===== config.mk =====
export PLATFORM = sky130hd
export DESIGN_NAME = operand_fetch
export DESIGN_NICKNAME = d
export VERILOG_FILES = /design/src/rtl/com_pkg.sv /design/src/rtl/opf_scoreboard.sv /design/src/rtl/operand_fetch.sv
export SDC_FILE = /design/constraint.sdc
export NUM_CORES = 1
export LEC_CHECK = 0
export CORE_AREA = 4 4 169 171
export CTS_CLUSTER_DIAMETER = 60
export DETAILED_ROUTE_END_ITERATION = 12
export DIE_AREA = 0 0 173 175
export HOLD_SLACK_MARGIN = 0.03
export REMOVE_ABC_BUFFERS = 1
export SLEW_MARGIN = 30
export SYNTH_ARGS = -nofsm -noshare
export SYNTH_HDL_FRONTEND = slang
export SYNTH_SLANG_ARGS = --single-unit

===== constraint.sdc =====
create_clock -name clk -period 5.4 [get_ports clk]
set_input_delay 1.08 -clock clk [delete_from_list [all_inputs] [get_ports clk]]
set_output_delay 1.08 -clock clk [all_outputs]
set_load 0.05 [all_outputs]

===== src/rtl/com_pkg.sv =====
// rtl/com_pkg.sv - shared decode/execute types and the register-pack helper
package com_pkg;

  localparam int NUM_ARCH_REGS = 16;

  typedef enum logic [2:0] {
    CLS_ALU,
    CLS_BRANCH,
    CLS_LOAD,
    CLS_STORE,
    ILLEGAL
  } inst_class_t;

  typedef struct packed {
    logic       used;
    logic [3:0] sel;
  } decode_reg_t;

  typedef struct packed {
    inst_class_t inst_class;
    logic [3:0]  func;
    logic        illegal;
    decode_reg_t rs1;
    decode_reg_t rs2;
    decode_reg_t rd;
    logic        uses_pc;
    logic        has_imm;
    logic [31:0] imm;
  } decode_instruction_2_t;

  typedef struct packed {
    logic [4:0]  rs;
    logic [31:0] val;
    logic        valid;
    logic        predetermined;
  } reg_pack_t;

  typedef struct packed {
    inst_class_t inst_class;
    logic [3:0]  func;
    logic        illegal;
    reg_pack_t   rs1;
    reg_pack_t   rs2;
    reg_pack_t   rs3;
    reg_pack_t   rd;
  } instruction_pack_t;

  typedef struct packed {
    logic        valid;
    logic [31:0] target;
  } flush_t;

  // A predetermined operand (PC or immediate) is always valid regardless of the register use bit.
  function automatic reg_pack_t pack_reg(decode_reg_t r, logic [31:0] val, logic pre);
    reg_pack_t p;
    p.rs            = {1'b0, r.sel};
    p.val           = val;
    p.valid         = pre | r.used;
    p.predetermined = pre;
    return p;
  endfunction

endpackage


===== src/rtl/opf_scoreboard.sv =====
// rtl/opf_scoreboard.sv - register pending vector with RAW/WAW queries; bypass under OPF_BYPASS_EN
module opf_scoreboard
  import com_pkg::*;
#(
  parameter int NUM_REGS = NUM_ARCH_REGS
) (
  input  logic        clk,
  input  logic        rst_n,
  input  logic        set_en,
  input  logic [3:0]  set_sel,
  input  logic        clr_en,
  input  logic        clr_kill,
  input  logic [3:0]  clr_sel,
  input  logic        rel_en,
  input  logic [3:0]  rel_sel,
  input  decode_reg_t src1,
  input  decode_reg_t src2,
  input  decode_reg_t dst,
  output logic        stall1,
  output logic        stall2,
  output logic        bypass1,
  output logic        bypass2,
  output logic        waw
);

  logic [NUM_REGS-1:0] pending;
  logic [NUM_REGS-1:0] pending_next;

  // Clears are applied after the set so a same-cycle collision resolves to cleared.
  always_comb begin
    pending_next = pending;
    if (set_en) pending_next[set_sel] = 1'b1;
    if (clr_en) pending_next[clr_sel] = 1'b0;
    if (rel_en) pending_next[rel_sel] = 1'b0;
    pending_next[0] = 1'b0;
  end

  always_ff @(posedge clk or negedge rst_n) begin
    if (!rst_n) pending <= '0;
    else        pending <= pending_next;
  end

`ifdef OPF_BYPASS_EN
  assign bypass1 = clr_en & ~clr_kill & src1.used & (src1.sel != 4'd0) & (clr_sel == src1.sel);
  assign bypass2 = clr_en & ~clr_kill & src2.used & (src2.sel != 4'd0) & (clr_sel == src2.sel);
`else
  logic unused_clr_kill;
  assign unused_clr_kill = clr_kill;
  assign bypass1 = 1'b0;
  assign bypass2 = 1'b0;
`endif

  assign stall1 = src1.used & (src1.sel != 4'd0) & pending[src1.sel] & ~bypass1;
  assign stall2 = src2.used & (src2.sel != 4'd0) & pending[src2.sel] & ~bypass2;
  assign waw    = dst.used  & (dst.sel  != 4'd0) & pending[dst.sel];

endmodule


===== src/rtl/operand_fetch.sv =====
// rtl/operand_fetch.sv - operand fetch stage between decode and execute; OPF_BYPASS_EN enables writeback bypass
module operand_fetch
  import com_pkg::*;
#(
  parameter int NUM_REGS = NUM_ARCH_REGS
) (
  input  logic                  clk,
  input  logic                  rst_n,
  input  logic                  dec_valid,
  output logic                  dec_ready,
  input  decode_instruction_2_t dec_inst,
  input  logic [31:0]           dec_pc,
  output logic [3:0]            rf_raddr1,
  output logic [3:0]            rf_raddr2,
  input  logic [31:0]           rf_rdata1,
  input  logic [31:0]           rf_rdata2,
  input  logic                  wb_valid,
  input  logic                  wb_kill,
  input  logic [3:0]            wb_rd,
  input  logic [31:0]           wb_data,
  output logic                  op_valid,
  input  logic                  op_ready,
  output instruction_pack_t     op_inst,
  output logic [31:0]           op_pc,
  input  flush_t                flush
);

  logic              stall1, stall2, bypass1, bypass2, waw;
  logic              accept, set_en, rel_en;
  logic [31:0]       val1, val2;
  instruction_pack_t pk;
  logic              unused_flush_target;

  assign unused_flush_target = ^flush.target;

  assign rf_raddr1 = dec_inst.rs1.sel;
  assign rf_raddr2 = dec_inst.rs2.sel;

  assign dec_ready = ~flush.valid & ~(op_valid & ~op_ready)
                   & (dec_inst.illegal | ~(stall1 | stall2 | waw));
  assign accept    = dec_valid & dec_ready;
  assign set_en    = accept & dec_inst.rd.used & (dec_inst.rd.sel != 4'd0) & ~dec_inst.illegal;

  // A flushed entry never reaches execute, so its reservation is returned here.
  assign rel_en = flush.valid & op_valid & ~op_inst.illegal & op_inst.rd.valid
                & (op_inst.rd.rs[3:0] != 4'd0);

  opf_scoreboard #(.NUM_REGS(NUM_REGS)) u_sb (
    .clk      (clk),
    .rst_n    (rst_n),
    .set_en   (set_en),
    .set_sel  (dec_inst.rd.sel),
    .clr_en   (wb_valid),
    .clr_kill (wb_kill),
    .clr_sel  (wb_rd),
    .rel_en   (rel_en),
    .rel_sel  (op_inst.rd.rs[3:0]),
    .src1     (dec_inst.rs1),
    .src2     (dec_inst.rs2),
    .dst      (dec_inst.rd),
    .stall1   (stall1),
    .stall2   (stall2),
    .bypass1  (bypass1),
    .bypass2  (bypass2),
    .waw      (waw)
  );

  always_comb begin
    val1 = (dec_inst.rs1.sel == 4'd0) ? 32'd0 : rf_rdata1;
    val2 = (dec_inst.rs2.sel == 4'd0) ? 32'd0 : rf_rdata2;
    if (bypass1) val1 = wb_data;
    if (bypass2) val2 = wb_data;

    pk            = '0;
    pk.inst_class = dec_inst.illegal ? ILLEGAL : dec_inst.inst_class;
    pk.func       = dec_inst.func;
    pk.illegal    = dec_inst.illegal;
    pk.rs1        = dec_inst.uses_pc ? pack_reg(dec_inst.rs1, dec_pc, 1'b1)
                                     : pack_reg(dec_inst.rs1, val1, 1'b0);
    pk.rs2        = dec_inst.has_imm ? pack_reg(dec_inst.rs2, dec_inst.imm, 1'b1)
                                     : pack_reg(dec_inst.rs2, val2, 1'b0);
    pk.rd         = pack_reg(dec_inst.rd, 32'd0, 1'b0);
  end

  always_ff @(posedge clk or negedge rst_n) begin
    if (!rst_n) begin
      op_valid <= 1'b0;
      op_inst  <= '0;
      op_pc    <= '0;
    end else if (flush.valid) begin
      op_valid <= 1'b0;
    end else if (accept) begin
      op_valid <= 1'b1;
      op_inst  <= pk;
      op_pc    <= dec_pc;
    end else if (op_ready) begin
      op_valid <= 1'b0;
    end
  end

endmodule


### Yosys cells after proc, flatten, opt, wreduce, memory -nomap -nowiden

Cells that the tools add are included.

| word-level totals | value |
|---|---|
| flip-flop bits (word level) | 137 |
| bits in latches | 0 |
| RAM bits | 0 |
| ROM bits | 0 |
| input bits | 228 |
| output and inout port bits | 206 |
| logic and storage cells | 89 |
| memories kept | 0 |

| cells by class | value |
|---|---|
| add/subtract/negate cells | 0 |
| $mul | 0 |
| divide/modulo/power cells | 0 |
| magnitude comparators | 8 |
| equal/unequal tests | 0 |
| shifts and indexed selects | 0 |
| multiplexer cells | 23 |
| bitwise logic cells | 31 |
| reduce and logical (&&, ||, !) cells | 11 |

Operator list:

| cell | number |
|---|---|
| $mux 34 | 2 |
| $mux 32 | 2 |
| $mux 16 | 3 |
| $and 16x16->16 | 2 |
| $not 16->16 | 2 |
| $lt 4x5->1 const B | 5 |
| $and 1x1->1 | 17 |
| $or 16x16->16 | 1 |
| $reduce_bool 4->1 | 4 |
| $bmux 1 s4 | 3 |
| $demux 1 s4 | 3 |
| $ge 4x1->1 const B | 3 |
| $mux 1 | 9 |
| $logic_not 4->1 | 2 |
| $not 1->1 | 6 |
| $logic_and 1x1->1 | 3 |
| $mux 3 | 1 |
| $or 1x1->1 | 3 |
| $reduce_bool 3->1 | 1 |
| $reduce_and 2->1 | 1 |

### Logic depth before layout (Yosys ltp)

Gate-level depths: netlist of the first run.

| depth | value |
|---|---|
| depth after elaboration | 17 |
| depth in mapped cells | 11 |
| mapped depth without buffers | 7 |

### Modules after synthesis

Synthesis of the first run repeated with hierarchy kept, for this count alone.

| unflattened totals | value |
|---|---|
| cells, all modules | 847 |
| area total of the unflattened synthesis | 8390.5 µm² |

Modules (own cells, without submodules):

| module | instances | cells an instance | area each (µm²) | seq. area each (µm²) |
|---|---|---|---|---|
| operand_fetch | 1 | 740 | 7226.9 | 3052.9 |
| opf_scoreboard | 1 | 107 | 1163.6 | 375.4 |

### Worst setup path after synthesis of the first run

OpenSTA, ideal clock, no wires.

| timing | value |
|---|---|
| kind | input -> output |
| start | in dec_inst[35] in the netlist's numbering |
| end | out dec_ready |
| arrival | 3.019 ns |
| data required time | 4.320 ns |
| setup slack | 1.301 ns |
| stages on the path | 7 |
| buffers on the path | 2 |
| cells stage by stage | buf_4 mux2_1 a221oi_2 o22ai_1 nor4_4 clkbuf_1 o21a_1 |

| on the way | value |
|---|---|
| cells in the longest elaborated chain, start to end | 7 |
| elaborated cells between the ends (all ways) | 9 |
| those cells by class | 2 x mux; 6 x bitwise; 1 x reduce/logical |

Ends and longest elaborated chain:

| item | line | text |
|---|---|---|
| start, declared | operand_fetch.sv:11 | `input decode_instruction_2_t dec_inst,` |
| $bmux 1 s4 / $reduce_bool 4->1 (equally long branches) | opf_scoreboard.sv:55 | `assign waw = dst.used & (dst.sel != 4'd0) & pending[dst.sel];` |
| $mux 1 (not written as such) / $and 1x1->1 (equally long branches) | opf_scoreboard.sv:55 |  |
| $and 1x1->1 (*) | opf_scoreboard.sv:55 |  |
| $or 1x1->1 (*) | operand_fetch.sv:40 | `& (dec_inst.illegal \| ~(stall1 \| stall2 \| waw));` |
| $not 1->1 (*) | operand_fetch.sv:40 |  |
| $or 1x1->1 (*) | operand_fetch.sv:40 |  |
| $and 1x1->1 (*) | operand_fetch.sv:40 |  |
| end, declared | operand_fetch.sv:10 | `output logic dec_ready,` |

Mark *: on every way between the ends. The rest lies on a longest branch, timed or not. The select of a mux whose other input is x is not followed.

### Worst setup path in the final report of the first run

| timing | value |
|---|---|
| start | in dec_inst[34] in the netlist's numbering |
| end | out dec_ready |

The elaborated chain is that of the path after synthesis.

==> reports/results.txt, run 1 <==
Crit path required time - 4.32 ns
Starting Density - 27.44%
Area contributors post-synth - dfrtp_1, mux2_2, buf_4, a22o_1, mux2_4
Placed insts - 1,191
Routed WL per cell - 18.24 µm
H-tree depth - 4
Port bufs - 293
Die H - 175 µm
RSZ-0062 raised after global routing - no
R2r setup slk - 2.40 ns
Area share of the largest cell type after synthesis - 46.49%
Synth Instances - 591
Synthesis-to-finish area growth - 47.85%
Total track usage - 14.12%
Via count of the first global-routing pass - 5,673
Mean Syn Cell Area - 12.48 µm²
Core Region - 26,880 µm²
CTS Buffer Depth - 2
Final instance area - 10,900 µm²
Final hold vios - 0
Combinational power share - 41.4%
Io pins - 434
Layout cell share with drive strength beyond 1 - 19.73%
Seq/Total Area, Yosys - 46.49%
Pwr/cell area - 400.4 nW/µm²
CTS tree - done
Placer Congestion - 0.8881
FMAX - 217.0 MHz
Largest net degree at the start of global routing - 53
Measured slew at the worst slew-check pin - 0.7428 ns
Flops & latches, synth - 137
Hpwl dp - 16.45 mm
Antenna violations before repair - 0
Worst-skew pair later-pin latency - 0.41 ns
Final cell count without fillers - 1,223
Max Fanout on Critical Path - 11
Slew Viols, Final - 0
DRT Pass-1 Iters - 7
Total number of vias - 5,652
Clock slew at the register clock pins of the worst setup and hold paths - 0.06 ns
Switching part of the total - 40.48%
Hold endpoint - op_inst[102]
Post-synth EDFFs - 0
Worst r2r path cells - 7
Placed instance area - 10,300 µm²
Residual DRC - 0
Status - completed
Number of vias per cell - 4.621
CTS resizes - 0
VDD IR max - 157.8 µV
Area leader, netlist - dfrtp_1
CP arrival - 3.53 ns
Rel. slew slack - 50.48%
Switch Pwr - 1.767 mW
First-pass GRT wire length - 34.01 mm
Reg2reg end - op_inst[121]
Clock sink count - 137
Final net count - 1,097
DRT antenna net count - 0
Hold path cells - 1
Worst setup EP type - output port
DRT Wirelength - 22.31 mm
Yosys cell types - 44
Ys Warns - 0
Post-CTS setup buffers - 0
Die area - 30,280 µm²
DR iter-0 viols - 457
Internal Power - 2.598 mW
Hold WC Path Type - reg -> reg
Place WS - 0.7686 ns
CTS Hold Bufs - 0
Commonest cells in the netlist - dfrtp_1, buf_4, mux2_2
Reg-to-reg startpoint - u_sb.pending[15]
Kind of critical path - in -> out
Post-synth ARST share - 100.0%
Max-Cap Viols - 0
Seq pwr share - 30.8%
Final worst setup slack - 0.7909 ns
Floorplan row count - 60
Most frequent cell after synthesis - dfrtp_1
Clk pwr share - 27.8%
Root buffer cell - clkbuf_16
DIE WIDTH - 173 µm
CP Launch Type - primary input
Total CTS buffers - 17
Hold_sp - op_inst[102]
Fin crit share - 85.35%
Setup_tns - 0 ns
Pleak - 4.620 nW
Synth Cell Area - 7375 µm²
Setup Skew - 0.009026 ns
Crit path time final - 4.609 ns
Final Setup Violations - 0
Synth Flop Type - dfrtp_1
GR Overflow Total - 0
ANT cells - 0
-- state kept, by name, indices dropped and copies added (netlist names) --
register,cells
op_pc,32
u_sb.pending,15
op_inst,89
op_valid,1
-- critical path: stages --
cell,delay [ns]
clkdlybuf4s50_1,0.85
mux4_2,0.58
mux2i_1,0.15
o22ai_1,0.13
nor4_4,0.37
o21a_1,0.22
buf_12,0.14
-- layer usage --
layer / vias up / GRT usage (%) / routed length (µm)
li1: 2588 / - / -
met1: 2784 / 17.68 / 9110
met2: 259 / 23.90 / 11220
met3: 21 / 4.024 / 1631
met4: 0 / 3.991 / 346
met5: - / 0 / 0
-- cell type report --
| cell class | instances | area [µm²] |
|---|---|---|
| multi-input combinational | 401 | 3354 |
| inverter | 7 | 26.28 |
| sequential | 137 | 3428 |
| timing repair buffer | 305 | 3067 |
| fill | 2563 | 15970 |
| clock buffer | 17 | 425.4 |
| tap | 341 | 426.7 |
| clock inverter | 15 | 175.2 |
-- cell families after synthesis --
| family | after synthesis | share of synthesized area, % |
|---|---|---|
| compound gates | 109 | 12.44 |
| flops | 137 | 46.49 |
| other cells | 1 | 0.05085 |
| buf+inv | 127 | 12.10 |
| simple gates | 80 | 5.752 |
| mux | 137 | 23.18 |
-- worst max path at each step --
stage            startpoint      endpoint  depth (start not counted)
2_1_floorplan  dec_inst[35]  op_inst[100]                          6
3_5_place_dp   dec_inst[34]     dec_ready                          7
5_1_grt        dec_inst[34]     dec_ready                          8
6_report       dec_inst[34]     dec_ready                          7
4_1_cts        dec_inst[34]     dec_ready                          7
3_3_place_gp   dec_inst[34]     dec_ready                          7
-- power by group through the flow --
stage,combinational (mW),clock (mW),sequential [mW]
2_1_floorplan,0.455,0,2.04
3_3_place_gp,1.82,0,1.36
3_5_place_dp,1.82,0,1.37
4_1_cts,1.83,1.26,1.35
5_1_grt,1.88,1.31,1.37
6_report,1.81,1.21,1.35
-- per-stage QoR --
stage               hold slack [ns]  util (%)  power, mW
floorplan                    0.4941         -      2.491
global placement             0.4880     38.28      3.174
detailed placement           0.4903     38.33      3.187
CTS                          0.5085     40.57      4.428
global route                 0.5134     40.57      4.558
finish                       0.5047     40.57      4.365
-- layout by cell type (no fill, tap or decap), drive strengths merged, types with 3 or more instances in the layout --
cell type / n
clkdlybuf4s50: 291
nor2b: 13
and3: 3
clkbuf: 17
nand2b: 3
mux2i: 14
nand3: 5
a211oi: 3
clkinvlp: 3
nand2: 13
o21ai: 3
nor2: 21
a21oi: 3
o22ai: 4
and2: 4
mux2: 116
mux4: 7
a221oi: 5
nor4: 3
a41oi: 15
conb: 75
buf: 14
inv: 17
nor3: 10
dfrtp: 137
a22o: 65
Power figures use the tool's default switching activity.
==> run 2: changes to the inputs <==
--- a/config.mk
+++ b/config.mk
@@ -9,7 +9,7 @@
 export CTS_CLUSTER_DIAMETER = 60
 export DETAILED_ROUTE_END_ITERATION = 12
 export DIE_AREA = 0 0 173 175
-export HOLD_SLACK_MARGIN = 0.03
+export GPL_ROUTABILITY_DRIVEN = 0
 export REMOVE_ABC_BUFFERS = 1
 export SLEW_MARGIN = 30
 export SYNTH_ARGS = -nofsm -noshare
==> results of run 2 <==
The final DEF is identical to that of run 1; final timing and power are the same.
